--- config.mk ---
export PLATFORM = sky130hd
export DESIGN_NAME = ahbl_excl_monitor
export DESIGN_NICKNAME = d
export VERILOG_FILES = /design/src/rtl/ahbl_excl_monitor.sv
export SDC_FILE = /design/constraint.sdc
export NUM_CORES = 1
export LEC_CHECK = 0
export CAP_MARGIN = 20
export CORE_MARGIN = 3
export CORE_UTILIZATION = 37
export DETAILED_ROUTE_END_ITERATION = 12
export PLACE_DENSITY = 0.83
export SETUP_SLACK_MARGIN = 0.3
export SLEW_MARGIN = 30
export SYNTH_ARGS = -nofsm -noshare
export SYNTH_HDL_FRONTEND = slang
export SYNTH_SLANG_ARGS = --single-unit
--- constraint.sdc ---
create_clock -name clk -period 3.3 [get_ports clk]
set_clock_uncertainty 0.1 [all_clocks]
set_input_delay 0.33 -clock clk [delete_from_list [all_inputs] [get_ports clk]]
set_output_delay 0.33 -clock clk [all_outputs]
set_load 0.01 [all_outputs]
--- src/rtl/ahbl_excl_monitor.sv ---
// In-line AHB-Lite exclusive monitor: one granule reservation per hmaster, failed exclusive writes become IDLE
// toward the slave and complete locally in one OKAY cycle; forwarded transfers add zero latency and follow slave HREADYOUT.
module ahbl_excl_monitor #(
    parameter int N_MASTERS = 2,
    parameter int W_ADDR    = 32,
    parameter int W_DATA    = 32,
    parameter int W_GRANULE = 3
) (
    input  logic              clk,
    input  logic              rst,
    input  logic              src_hready,
    output logic              src_hready_resp,
    output logic              src_hresp,
    input  logic [W_ADDR-1:0] src_haddr,
    input  logic              src_hwrite,
    input  logic [1:0]        src_htrans,
    input  logic [2:0]        src_hsize,
    input  logic [2:0]        src_hburst,
    input  logic [3:0]        src_hprot,
    input  logic              src_hmastlock,
    input  logic [W_DATA-1:0] src_hwdata,
    output logic [W_DATA-1:0] src_hrdata,
    input  logic              src_hexcl,
    input  logic [7:0]        src_hmaster,
    output logic              src_hexokay,
    output logic              dst_hready,
    input  logic              dst_hready_resp,
    input  logic              dst_hresp,
    output logic [W_ADDR-1:0] dst_haddr,
    output logic              dst_hwrite,
    output logic [1:0]        dst_htrans,
    output logic [2:0]        dst_hsize,
    output logic [2:0]        dst_hburst,
    output logic [3:0]        dst_hprot,
    output logic              dst_hmastlock,
    output logic [W_DATA-1:0] dst_hwdata,
    input  logic [W_DATA-1:0] dst_hrdata,
    output logic              dst_hexcl,
    output logic [7:0]        dst_hmaster
);
    localparam int W_G = W_ADDR - W_GRANULE;

    logic [N_MASTERS-1:0] res_valid_q, res_valid_d;
    logic [W_G-1:0]       res_addr_q [N_MASTERS];
    logic [W_G-1:0]       res_addr_d [N_MASTERS];
    logic                 dp_valid_q, dp_excl_q, dp_ok_q, dp_supp_q;

    logic                 acc, mv, hit, supp;
    logic [W_G-1:0]       gran;
    logic [N_MASTERS-1:0] sel;
    logic [N_MASTERS-1:0] same_g;

    assign acc  = src_hready & src_htrans[1];
    assign gran = src_haddr[W_ADDR-1:W_GRANULE];

    // sel is one-hot on the issuing master; all-zero for IDs without an entry
    always_comb begin
        for (int k = 0; k < N_MASTERS; k++) begin
            sel[k]    = (src_hmaster == 8'(k));
            same_g[k] = (res_addr_q[k] == gran);
        end
    end

    assign mv   = |sel;
    assign hit  = |(sel & res_valid_q & same_g);
    assign supp = src_htrans[1] & src_hexcl & src_hwrite & ~hit;

    always_comb begin
        res_valid_d = res_valid_q;
        res_addr_d  = res_addr_q;
        if (acc) begin
            if (src_hexcl && !src_hwrite) begin
                for (int k = 0; k < N_MASTERS; k++) begin
                    if (sel[k]) begin
                        res_valid_d[k] = 1'b1;
                        res_addr_d[k]  = gran;
                    end
                end
            end else if (src_hexcl && hit) begin
                res_valid_d = res_valid_q & ~same_g;
            end else if (src_hexcl && src_hwrite) begin
                res_valid_d = res_valid_q & ~sel;
            end else if (src_hwrite) begin
                res_valid_d = res_valid_q & ~same_g;
            end
        end
    end

    always_ff @(posedge clk) begin
        if (rst) begin
            res_valid_q <= '0;
            dp_valid_q  <= 1'b0;
            dp_excl_q   <= 1'b0;
            dp_ok_q     <= 1'b0;
            dp_supp_q   <= 1'b0;
        end else begin
            res_valid_q <= res_valid_d;
            if (src_hready) begin
                dp_valid_q <= acc;
                dp_excl_q  <= src_hexcl;
                dp_supp_q  <= supp & acc;
                dp_ok_q    <= src_hexcl & (src_hwrite ? hit : mv);
            end
        end
    end

    // Addresses are qualified by res_valid_q, so they carry no reset
    always_ff @(posedge clk) begin
        res_addr_q <= res_addr_d;
    end

    assign dst_hready    = src_hready;
    assign dst_haddr     = src_haddr;
    assign dst_hwrite    = src_hwrite;
    assign dst_htrans    = supp ? 2'b00 : src_htrans;
    assign dst_hsize     = src_hsize;
    assign dst_hburst    = src_hburst;
    assign dst_hprot     = src_hprot;
    assign dst_hmastlock = src_hmastlock;
    assign dst_hwdata    = src_hwdata;
    assign dst_hexcl     = src_hexcl;
    assign dst_hmaster   = src_hmaster;

    assign src_hready_resp = dp_supp_q ? 1'b1 : dst_hready_resp;
    assign src_hresp       = dp_supp_q ? 1'b0 : dst_hresp;
    assign src_hrdata      = dp_supp_q ? '0 : dst_hrdata;
    assign src_hexokay     = dp_valid_q & dp_excl_q & dp_ok_q & ~dp_supp_q & ~dst_hresp;
endmodule

==> qor.log <==
[yosys] sequential element share of the synthesized area 0.4987
[route] total via count after detailed routing 2,606
[worst_setup_path] Critical Path Max Stage Delay 450 ps
[sta] highest attainable clock frequency 352.1 MHz
[pwr] Worst IR Drop VDD 283.1 µV
[yosys] unique cell type count in the Yosys netlist 42
[floorplanning] count of standard-cell rows 36
[worst_setup_path] highest fanout seen on the critical path 4
[route] total detailed-routing wirelength 10.99 mm
[worst_setup_path] critical path arrival 2410 ps
[worst_setup_path] Worst Path Required 2870 ps
[route] initial detailed-routing violation count 163
[sta] worst hold slack across all endpoints 275.7 ps
[floorplanning] core region area 9774 µm²
[floorplanning] die width 106.5 µm
[route] DR pass1 iterations 4
[yosys] mean cell area of the mapped netlist 11.59 µm²
[min_path] Hold WC Path Type input port to register
[clock_network] Num CTS Buffers 9
[yosys] proportion of synthesized flip-flops having asynchronous set or reset 0
[route] Avg Vias per Cell 4.704
[final_layout] Final #Nets 540
[clock_network] CTS Hold Buffers Added 0
[grt] initial antenna violation count 1
[floorplanning] io pins 247
[clock_network] depth of the CTS H-tree 3
[clock_network] Root Buffer Master sky130_fd_sc_hd__clkbuf_8
[yosys] synthesis-stage register bit count 64
[placed_design] Final GP Congestion 0.8460
[final_layout] proportion of layout cells with a drive suffix above 1 0.1283
[yosys] cell types with the largest area share after synthesis sky130_fd_sc_hd__edfxtp_1, sky130_fd_sc_hd__buf_4, sky130_fd_sc_hd__xnor2_1, sky130_fd_sc_hd__nor2b_1, sky130_fd_sc_hd__xor2_1
[run_status] run status finished clean
[run] max_cap viols 0
[clock_network] largest buffer count on any clock path 2
[sta] setup repair after global routing missed its margin false
[sta] Final setup violation count 0
[route] mean routed wirelength per cell 19.84 µm
[pwr] post-route total power 1.796 mW
[sta] pin slew with the least headroom to its limit 615.0 ps
[yosys] post-synthesis cell area 3734 µm²
[worst_setup_path] CP top delay family buffers and inverters
[sta] Pins Over Slew Limit 0
[floorplanning] initial cell density of the core 0.3820
[yosys] most area-hungry cell type in the Yosys netlist sky130_fd_sc_hd__edfxtp_1
[yosys] Post-Syn Nets 446
[clock_network] setup repair bufs after CTS 0
[grt] total routing resource utilization after global routing 0.1854
[worst_setup_path] kind of critical path input port to output pin
[grt] pin count of the biggest net entering global routing 37
[clock_network] clock latency of the later-clocked register in the worst-skew pair 340 ps
[floorplanning] Chip Height 106.5 µm
[worst_setup_path] Buf+Inv Stages, Crit Path 4
[clock_network] TritonCTS clock tree done
[floorplanning] die area 11,330 µm²
[sta] Min Clock Period, post-route 2840 ps
[route] post-route DRC violation count 0
[clock_network] clock transition at the registers of the reported paths 70 ps
[worst_setup_path] slowest library cell on the worst path sky130_fd_sc_hd__clkdlybuf4s50_1
[clock_network] total clock sinks 64
[yosys] number of synthesized flops with an enable pin 58
[yosys] number of synthesis warnings 0
[route] final antenna-violating net count 0
[placed_design] buffers added on ports 154
[grt] first-pass GRT wire length 15.55 mm
[worst_setup_path] sort of element at the end of the critical path output pin
[yosys] dominant synthesized flop cell sky130_fd_sc_hd__edfxtp_1
[placed_design] estimated wirelength of the detail-placed design 8.915 mm
[sta] final hold violation count 0
[final_layout] Filler Cell Count 858
[final_layout] Inserted Diodes 0
[sta] max-slew headroom at the worst pin 0.5900
[placed_design] number of instances in the placed design 538
[final_layout] filler-free cell count of the finished design 554
[yosys] synthesized instance count 322
[grt] total congestion overflow after global routing 0
[final_layout] most common library cell in the layout ignoring fill and taps sky130_fd_sc_hd__clkdlybuf4s50_1
[grt] vias in the first global route 2,555
[sta] final worst-path cycle share 0.8607
[yosys] area share of the leading cell type in the synthesized netlist 0.4665
[pwr] power per cell area 348.9 nW/µm²
[final_layout] P&R area growth vs syn 37.87%
[worst_setup_path] chain of cells forming the critical path clkdlybuf4s50_1, buf_4, xor2_1, nor4_2, nand4_1, nor4_2, buf_4, nand3_1, a31oi_1, buf_2
[final_layout] most frequent cells in the layout sky130_fd_sc_hd__clkdlybuf4s50_1, sky130_fd_sc_hd__edfxtp_1, sky130_fd_sc_hd__nor2b_1, sky130_fd_sc_hd__xnor2_1, sky130_fd_sc_hd__xor2_1
[pwr] total leakage power 1.834 nW
[worst_setup_path] startpoint kind of the worst setup timing path input port
-- timing repair --
item,in CTS,in global routing
resized for setup,6,15
endpoints found under the setup margin,2,2
pin swaps,1,3
-- logic make-up (layout without fill, tap and decap cells) --
family / Yosys count / in the layout / share of synthesized area
muxes: 1 / 1 / 0.002681
and+or+nand+nor: 89 / 89 / 0.1495
buffers and inverters: 93 / 192 / 0.1800
xor gates and xnor gates: 58 / 58 / 0.1361
AOI/OAI and AO/OA: 17 / 17 / 0.03318
DFF: 64 / 64 / 0.4987
-- path summary, 6_finish.rpt --
check	from	endpoint	slack (ps)	cells after the start
hold reg to reg	dp_valid_q$_SDFFE_PP0P_	dp_valid_q$_SDFFE_PP0P_	370	2
setup reg to reg	res_addr_q[25]$_DFFE_PP_	res_valid_q[0]$_SDFFE_PP0P_	1100	7
setup / recovery	src_haddr[28]	dst_htrans[0]	460	10
hold / removal	src_haddr[26]	res_addr_q[52]$_DFFE_PP_	280	1
-- final cells by class --
cell class / instances / area [µm²] / share of cell area
clock buffer: 10 / 127.6 / 0.02479
clock inverter: 6 / 36.28 / 0.007049
inverter: 4 / 15.01 / 0.002917
multi-input combinational: 165 / 1260 / 0.2448
sequential: 64 / 1863 / 0.3619
tap: 133 / 166.4 / 0.03233
timing repair buffer: 172 / 1679 / 0.3262
-- where the power goes --
group	switching, mW	total (mW)	internal, mW
logic	0.138	0.351	0.212
registers	0.00360	0.888	0.884
clock network	0.291	0.558	0.267
total	0.433	1.80	1.36
-- routing by layer --
metal,routed length (µm),track usage
met3,1146,0.08682
met2,5440,0.3045
met5,11,0
met4,123,0.05023
met1,4272,0.2186
-- cells in the mapped netlist (3+ instances only) --
| library cell | instances |
|---|---|
| sky130_fd_sc_hd__buf_4 | 86 |
| sky130_fd_sc_hd__edfxtp_1 | 58 |
| sky130_fd_sc_hd__xnor2_1 | 35 |
| sky130_fd_sc_hd__nor2b_1 | 34 |
| sky130_fd_sc_hd__xor2_1 | 23 |
| sky130_fd_sc_hd__nor2_1 | 9 |
| sky130_fd_sc_hd__nand4_1 | 8 |
| sky130_fd_sc_hd__nand2_1 | 7 |
| sky130_fd_sc_hd__nand3_1 | 7 |
| sky130_fd_sc_hd__dfxtp_1 | 6 |
| sky130_fd_sc_hd__nor4_1 | 5 |
| sky130_fd_sc_hd__a21oi_1 | 4 |
| sky130_fd_sc_hd__inv_1 | 4 |
| sky130_fd_sc_hd__clkbuf_1 | 3 |
| sky130_fd_sc_hd__nor3_1 | 3 |
-- stage by stage --
stage / setup slack (ps) / TNS (ps) / util / area, µm²
4_1_cts: 340.4 / 0 / 0.5215 / 5097
6_report: 459.8 / 0 / 0.5266 / 5147
3_3_place_gp: -63.62 / -63.62 / 0.5038 / 4925
3_5_place_dp: -41.44 / -41.44 / 0.5040 / 4926
5_1_grt: 323.4 / 0 / 0.5266 / 5147
2_1_floorplan: 368.7 / 0 / - / 3736
-- flip-flops by register name, indices dropped and copies added (netlist names) --
name and cells:
res_valid_q 2, dp_supp_q 1, dp_excl_q 1, dp_ok_q 1
dp_valid_q 1, res_addr_q 58
Power figures use the tool's default switching activity.
